### config.mk
export PLATFORM = sky130hd
export DESIGN_NAME = door_access_sequencer_flat
export DESIGN_NICKNAME = d
export VERILOG_FILES = /design/src/rtl/door_access_sequencer_if.sv /design/src/rtl/door_access_sequencer.sv /design/src/flat_wrapper.sv
export SDC_FILE = /design/constraint.sdc
export NUM_CORES = 1
export LEC_CHECK = 0
export ABC_AREA = 1
export CAP_MARGIN = 10
export CORE_UTILIZATION = 55
export DETAILED_ROUTE_END_ITERATION = 10
export GPL_TIMING_DRIVEN = 1
export HOLD_SLACK_MARGIN = 0.02
export PLACE_DENSITY = 0.81
export SYNTH_ARGS = -nofsm -noshare
export SYNTH_HDL_FRONTEND = slang
export SYNTH_SLANG_ARGS = --single-unit
### constraint.sdc
create_clock -name clk -period 5.1 [get_ports clk]
set_clock_uncertainty 0.15 [all_clocks]
set_input_delay 0.51 -clock clk [delete_from_list [all_inputs] [get_ports clk]]
set_output_delay 0.51 -clock clk [all_outputs]
set_load 0.05 [all_outputs]
### src/rtl/door_access_sequencer_if.sv
// Door sequencer signal bundle: raw presence sensors and lock in,
// per-door servo commands and status out.
interface door_access_sequencer_if;
  logic       presence_1;
  logic       presence_2;
  logic       lock;
  logic       door_open_1;
  logic       door_open_2;
  logic       busy;
  logic [1:0] pending;
  logic       active_door;

  // Environment side: drives the sensors and lock, observes the commands.
  modport master (
    output presence_1, presence_2, lock,
    input  door_open_1, door_open_2, busy, pending, active_door
  );

  // Sequencer side.
  modport slave (
    input  presence_1, presence_2, lock,
    output door_open_1, door_open_2, busy, pending, active_door
  );
endinterface

### src/rtl/door_access_sequencer.sv
// Door access sequencer: synchronises and debounces the two presence
// sensors, latches requests and grants one door at a time round-robin.
// A granted door travels open, holds, travels closed and returns to IDLE;
// a detection of the owning door during hold restarts the hold, and during
// closing reopens the door. The two open commands are mutually exclusive.
module door_access_sequencer #(
  parameter int unsigned DEBOUNCE_CYC = 32'd500_000,
  parameter int unsigned TRAVEL_CYC   = 32'd25_000_000,
  parameter int unsigned HOLD_CYC     = 32'd125_000_000,
  parameter int unsigned CNT_W        = 32'd32
) (
  input logic                   clk,
  input logic                   rst_n,
  door_access_sequencer_if.slave bus
);

  localparam logic [CNT_W-1:0] ONE         = CNT_W'(32'd1);
  localparam logic [CNT_W-1:0] DEB_LAST    = CNT_W'(DEBOUNCE_CYC - 32'd1);
  localparam logic [CNT_W-1:0] TRAVEL_LAST = CNT_W'(TRAVEL_CYC - 32'd1);
  localparam logic [CNT_W-1:0] HOLD_LAST   = CNT_W'(HOLD_CYC - 32'd1);

  typedef enum logic [1:0] {
    ST_IDLE       = 2'd0,
    ST_OPEN_MOVE  = 2'd1,
    ST_HOLD       = 2'd2,
    ST_CLOSE_MOVE = 2'd3
  } state_e;

  // Sensor path, bit0 = door 1, bit1 = door 2, raw polarity (0 = detected).
  logic [1:0]            raw_s;
  logic [1:0]            sync1_r;
  logic [1:0]            sync2_r;
  logic [1:0]            deb_r;
  logic [1:0]            deb_nxt_s;
  logic [1:0][CNT_W-1:0] deb_cnt_r;
  logic [1:0][CNT_W-1:0] deb_cnt_nxt_s;
  logic [1:0]            det_s;
  logic [1:0]            det_nxt_s;

  // Sequencer state.
  state_e     state_r;
  state_e     state_nxt_s;
  logic [CNT_W-1:0] timer_r;
  logic [CNT_W-1:0] timer_nxt_s;
  logic [1:0] door_r;
  logic [1:0] door_nxt_s;
  logic       active_r;
  logic       active_nxt_s;
  logic       last_r;
  logic       last_nxt_s;
  logic [1:0] pending_r;
  logic [1:0] pending_nxt_s;
  logic [1:0] grant_s;
  logic       pick_s;
  logic       busy_r;

  assign raw_s     = {bus.presence_2, bus.presence_1};
  assign det_s     = ~deb_r;
  assign det_nxt_s = ~deb_nxt_s;

  // Two-flop synchroniser per sensor; idles at "absent" (high).
  always_ff @(posedge clk or negedge rst_n) begin
    if (!rst_n) begin
      sync1_r <= 2'b11;
      sync2_r <= 2'b11;
    end else begin
      sync1_r <= raw_s;
      sync2_r <= sync1_r;
    end
  end

  // Debounce: adopt the synchronised level after DEBOUNCE_CYC consecutive differing cycles.
  always_comb begin
    deb_nxt_s     = deb_r;
    deb_cnt_nxt_s = deb_cnt_r;
    for (int i = 0; i < 2; i++) begin
      if (sync2_r[i] != deb_r[i]) begin
        if (deb_cnt_r[i] == DEB_LAST) begin
          deb_nxt_s[i]     = sync2_r[i];
          deb_cnt_nxt_s[i] = '0;
        end else begin
          deb_cnt_nxt_s[i] = deb_cnt_r[i] + ONE;
        end
      end else begin
        deb_cnt_nxt_s[i] = '0;
      end
    end
  end

  // Debounced level and run-length counters.
  always_ff @(posedge clk or negedge rst_n) begin
    if (!rst_n) begin
      deb_r     <= 2'b11;
      deb_cnt_r <= '0;
    end else begin
      deb_r     <= deb_nxt_s;
      deb_cnt_r <= deb_cnt_nxt_s;
    end
  end

  // Next-state, timer, command and request logic for the door FSM.
  always_comb begin
    state_nxt_s  = state_r;
    timer_nxt_s  = timer_r + ONE;
    door_nxt_s   = door_r;
    active_nxt_s = active_r;
    last_nxt_s   = last_r;
    grant_s      = 2'b00;
    // With both doors waiting, serve the one not served last.
    if (pending_r == 2'b11) begin
      pick_s = ~last_r;
    end else begin
      pick_s = pending_r[1];
    end

    case (state_r)
      ST_IDLE: begin
        timer_nxt_s = '0;
        door_nxt_s  = 2'b00;
        if (!bus.lock && (pending_r != 2'b00)) begin
          state_nxt_s   = ST_OPEN_MOVE;
          active_nxt_s  = pick_s;
          grant_s[pick_s] = 1'b1;
          door_nxt_s    = pick_s ? 2'b10 : 2'b01;
        end else begin
          state_nxt_s = ST_IDLE;
        end
      end
      ST_OPEN_MOVE: begin
        if (timer_r == TRAVEL_LAST) begin
          state_nxt_s = ST_HOLD;
          timer_nxt_s = '0;
        end else begin
          state_nxt_s = ST_OPEN_MOVE;
        end
      end
      ST_HOLD: begin
        // Someone still at the owning door keeps it open regardless of lock.
        if (det_s[active_r]) begin
          timer_nxt_s = '0;
        end else if (timer_r == HOLD_LAST) begin
          state_nxt_s = ST_CLOSE_MOVE;
          timer_nxt_s = '0;
          door_nxt_s  = 2'b00;
        end else begin
          state_nxt_s = ST_HOLD;
        end
      end
      ST_CLOSE_MOVE: begin
        // Reopen on a fresh detection while closing; lock does not block this.
        if (det_s[active_r]) begin
          state_nxt_s = ST_OPEN_MOVE;
          timer_nxt_s = '0;
          door_nxt_s  = active_r ? 2'b10 : 2'b01;
        end else if (timer_r == TRAVEL_LAST) begin
          state_nxt_s = ST_IDLE;
          timer_nxt_s = '0;
          last_nxt_s  = active_r;
        end else begin
          state_nxt_s = ST_CLOSE_MOVE;
        end
      end
      default: begin
        state_nxt_s = ST_IDLE;
        timer_nxt_s = '0;
        door_nxt_s  = 2'b00;
      end
    endcase

    // Requests latch while detected and drop only in their grant cycle.
    pending_nxt_s = pending_r;
    for (int i = 0; i < 2; i++) begin
      if (grant_s[i]) begin
        pending_nxt_s[i] = 1'b0;
      end else begin
        pending_nxt_s[i] = pending_r[i] | det_nxt_s[i];
      end
    end
  end

  // FSM state, shared timer, registered outputs and round-robin pointer.
  always_ff @(posedge clk or negedge rst_n) begin
    if (!rst_n) begin
      state_r   <= ST_IDLE;
      timer_r   <= '0;
      door_r    <= 2'b00;
      active_r  <= 1'b0;
      last_r    <= 1'b1;
      pending_r <= 2'b00;
      busy_r    <= 1'b0;
    end else begin
      state_r   <= state_nxt_s;
      timer_r   <= timer_nxt_s;
      door_r    <= door_nxt_s;
      active_r  <= active_nxt_s;
      last_r    <= last_nxt_s;
      pending_r <= pending_nxt_s;
      busy_r    <= (state_nxt_s != ST_IDLE);
    end
  end

  assign bus.door_open_1 = door_r[0];
  assign bus.door_open_2 = door_r[1];
  assign bus.busy        = busy_r;
  assign bus.pending     = pending_r;
  assign bus.active_door = active_r;

endmodule

### src/flat_wrapper.sv
// flat-port wrapper written by rule: the top's interface ports become plain ports
module door_access_sequencer_flat 
#(
  parameter int unsigned DEBOUNCE_CYC = 32'd500_000,
  parameter int unsigned TRAVEL_CYC   = 32'd25_000_000,
  parameter int unsigned HOLD_CYC     = 32'd125_000_000,
  parameter int unsigned CNT_W        = 32'd32
)
  (clk, rst_n, bus_presence_1, bus_presence_2, bus_lock, bus_door_open_1, bus_door_open_2, bus_busy, bus_pending, bus_active_door);
  door_access_sequencer_if bus_i ();
  input logic clk;
  input logic rst_n;
  input wire logic [$bits(bus_i.presence_1)-1:0] bus_presence_1;
  input wire logic [$bits(bus_i.presence_2)-1:0] bus_presence_2;
  input wire logic [$bits(bus_i.lock)-1:0] bus_lock;
  output wire logic [$bits(bus_i.door_open_1)-1:0] bus_door_open_1;
  output wire logic [$bits(bus_i.door_open_2)-1:0] bus_door_open_2;
  output wire logic [$bits(bus_i.busy)-1:0] bus_busy;
  output wire logic [$bits(bus_i.pending)-1:0] bus_pending;
  output wire logic [$bits(bus_i.active_door)-1:0] bus_active_door;
  assign bus_i.presence_1 = bus_presence_1;
  assign bus_i.presence_2 = bus_presence_2;
  assign bus_i.lock = bus_lock;
  assign bus_door_open_1 = bus_i.door_open_1;
  assign bus_door_open_2 = bus_i.door_open_2;
  assign bus_busy = bus_i.busy;
  assign bus_pending = bus_i.pending;
  assign bus_active_door = bus_i.active_door;
  door_access_sequencer #(.DEBOUNCE_CYC(DEBOUNCE_CYC), .TRAVEL_CYC(TRAVEL_CYC), .HOLD_CYC(HOLD_CYC), .CNT_W(CNT_W)) u_core (.clk(clk), .rst_n(rst_n), .bus(bus_i));
endmodule
==> reports/metrics.cfg <==
[cells_and_area]
final_cell_mix=nand2_1, nor2_1, inv_1
layout.cells.non_filler=1138
antenna_cells=0
syn_to_final_growth_pct=7.403
layout_commonest_cell=nand2_1
drive_gt1_frac=0.09588
fin_nets=973
fillers=1108

[critical_path]
crit_type=reg -> reg
crit_path_start_kind=flip-flop
startpoint=u_core.timer_r[0]
r2r_start=u_core.timer_r[0]
worstReg2RegEnd=u_core.timer_r[1]
reg2reg_depth=8
crit_path_max_fanout=32
cp.arrival_ns=2.49
cp.required_ns=5.15
end_kind=flip-flop
ff2ff_setup_slack_ns=2.66

[synthesis]
ys_types=40
synth_edf_count=0
synth_nets=960
synthFlopType=dfrtp_1
async_reset_ff_frac=1.000
yosysSeqAreaShare=0.4041
avgSynthCellArea_sq_um=7.243
synth_warnings=0
synth_area_sq_um=6895
syn_inst=952
synth-seq-cells=111

[flow_run]
max-cap-violations=0

[drt]
vias=5975
drt_pass1_iterations=5
wl_per_cell_um=13.29
top_layer=met4
antenna_left=0
route.met3.wl_um=958
drcViolationCount=0
wl_met2_um=6731
wl_met1_um=7126
wirelength_um=15120
detailedRoute.firstIterationViolations=457
via_per_inst=5.250

[run_status]
status=completed

[sta]
rsz0062_at_grt=false
final-hold-violation-count=0
setup_viol=0
period_needed_ns=2.437
finalSetupTns_ns=0
worst_pin_slew_ns=0.9859
max_freq_mhz=410.4
slew_headroom=0.3404
period_share=0.4778
slew_violations=0

[floorplanning]
rows=40
die_h_um=114.0
die_w_um=114.0
core_sq_um=12110
ios=11
fp.dieArea_sq_um=12990
initial_core_util=0.5693

[power]
p_comb_frac=0.023
intPower_uw=1242
sequentialPowerShare=0.544
swShare=0.2410
ir_drop_mv=0.1457
p_per_area_nw_per_um2=221.0
clockPowerShare=0.432
p_switching_uw=394.5
p_leak_uw=0.002950

[place]
io_buffers=10
dp_cells=1122
place_hpwl_um=11380
gp_congestion=0.9890

[clocking]
post_cts_buffers=0
htree_levels=3
cts_root_buf=clkbuf_16
clk_transition_reported_paths_ns=0.08
hold_buffers=0
clock_latency_ns=0.36
cts_sinks=111
numCtsBuffers=9
cts_resized=0
cts_tree=done
cts_buffer_depth=2

[grt]
grt_max_degree=60
grt_pass1_vias=5555
grt_pass1_wl_um=25590
grt-ovfl-total=0
grt_antenna_before_repair=0
track_usage=0.2501

[hold_path]
hp-class=in -> async

## kinds of logic after synthesis
group	share of synthesized area
simple gates	0.3733
xor+xnor	0.08002
fa+ha+maj	0.005444
compound gates	0.05879
flops	0.4041
buf+inv	0.07839
## final cells by class
class | instances | area (sq um) | area share
sequential | 111 | 2786 | 0.3762
tap | 168 | 210.2 | 0.02838
clock buffer | 9 | 225.2 | 0.03041
timing repair buffer | 12 | 112.6 | 0.01521
inverter | 114 | 427.9 | 0.05778
clock inverter | 7 | 75.07 | 0.01014
multi-input combinational | 717 | 3568 | 0.4818
## power groups by stage
| stage | combinational (uW) | clock (uW) | sequential [uW] |
|---|---|---|---|
| floorplan | 16.1 | 0 | 907 |
| global placement | 39.9 | 0 | 908 |
| detailed placement | 40.1 | 0 | 908 |
| CTS | 40.1 | 722 | 890 |
| global route | 45.7 | 758 | 891 |
| finish | 38.4 | 708 | 890 |
## synth_stat cells, drive strengths merged (2+ instances only)
master	count	share of area
nand2	265	0.15
nor2	208	0.12
inv	113	0.062
dfrtp	104	0.38
nor3	54	0.044
xor2	50	0.064
nand3	43	0.034
a21oi	39	0.045
nand4	19	0.017
xnor2	13	0.017
buf	7	0.015
dfstp	7	0.027
o21ai	6	0.0049
nand3b	4	0.0044
clkbuf	3	0.0016
ha	3	0.0054
and3	2	0.0018
nor4	2	0.0018
## sequential cells by signal (all words and copies together) (netlist names)
| name | count |
|---|---|
| u_core.state_r | 2 |
| u_core.sync1_r | 2 |
| u_core.bus.pending | 2 |
| u_core.sync2_r | 2 |
| u_core.deb_cnt_r | 64 |
| u_core.timer_r | 32 |
| u_core.door_r | 2 |
| u_core.deb_r | 2 |
| u_core.bus.busy | 1 |
| u_core.last_r | 1 |
| u_core.bus.active_door | 1 |
## metrics by stage
stage	instance area [sq um]	hold WS (ns)	util	total power [uW]	setup slack (ns)
2_1_floorplan	6895	0.06441	-	923.0	3.296
3_3_place_gp	7106	0.1955	0.5867	947.7	2.724
3_5_place_dp	7106	0.2007	0.5867	947.9	2.660
4_1_cts	7406	0.03396	0.6115	1652	2.654
5_1_grt	7406	0.06658	0.6115	1695	2.500
6_report	7406	0.009301	0.6115	1637	2.663
## critical path, stage by stage, from the launching register on
cell,delay (ns)
dfrtp_1,0.42
ha_1,0.22
nand2_2,0.10
nor2_8,0.14
nand2_1,0.07
nor2_1,0.15
nand2_1,0.08
nand2_2,0.72
a21boi_0,0.20
## metal layers
| metal | global-route usage | vias to the layer above |
|---|---|---|
| li1 | - | 3005 |
| met1 | 0.3468 | 2751 |
| met2 | 0.3931 | 188 |
| met3 | 0.05420 | 31 |
| met4 | 0.07619 | 0 |
| met5 | 0 | - |
## worst max-delay path by stage
stage | to | cells past startpoint | slack [ns]
2_1_floorplan | u_core.bus.pending[0] | 8 | 3.30
4_1_cts | u_core.timer_r[1] | 8 | 2.65
5_1_grt | u_core.timer_r[1] | 8 | 2.50
3_5_place_dp | u_core.timer_r[1] | 8 | 2.66
6_report | u_core.timer_r[1] | 8 | 2.66
3_3_place_gp | u_core.timer_r[1] | 8 | 2.72
Note: power is estimated with default switching activity, not from simulation.
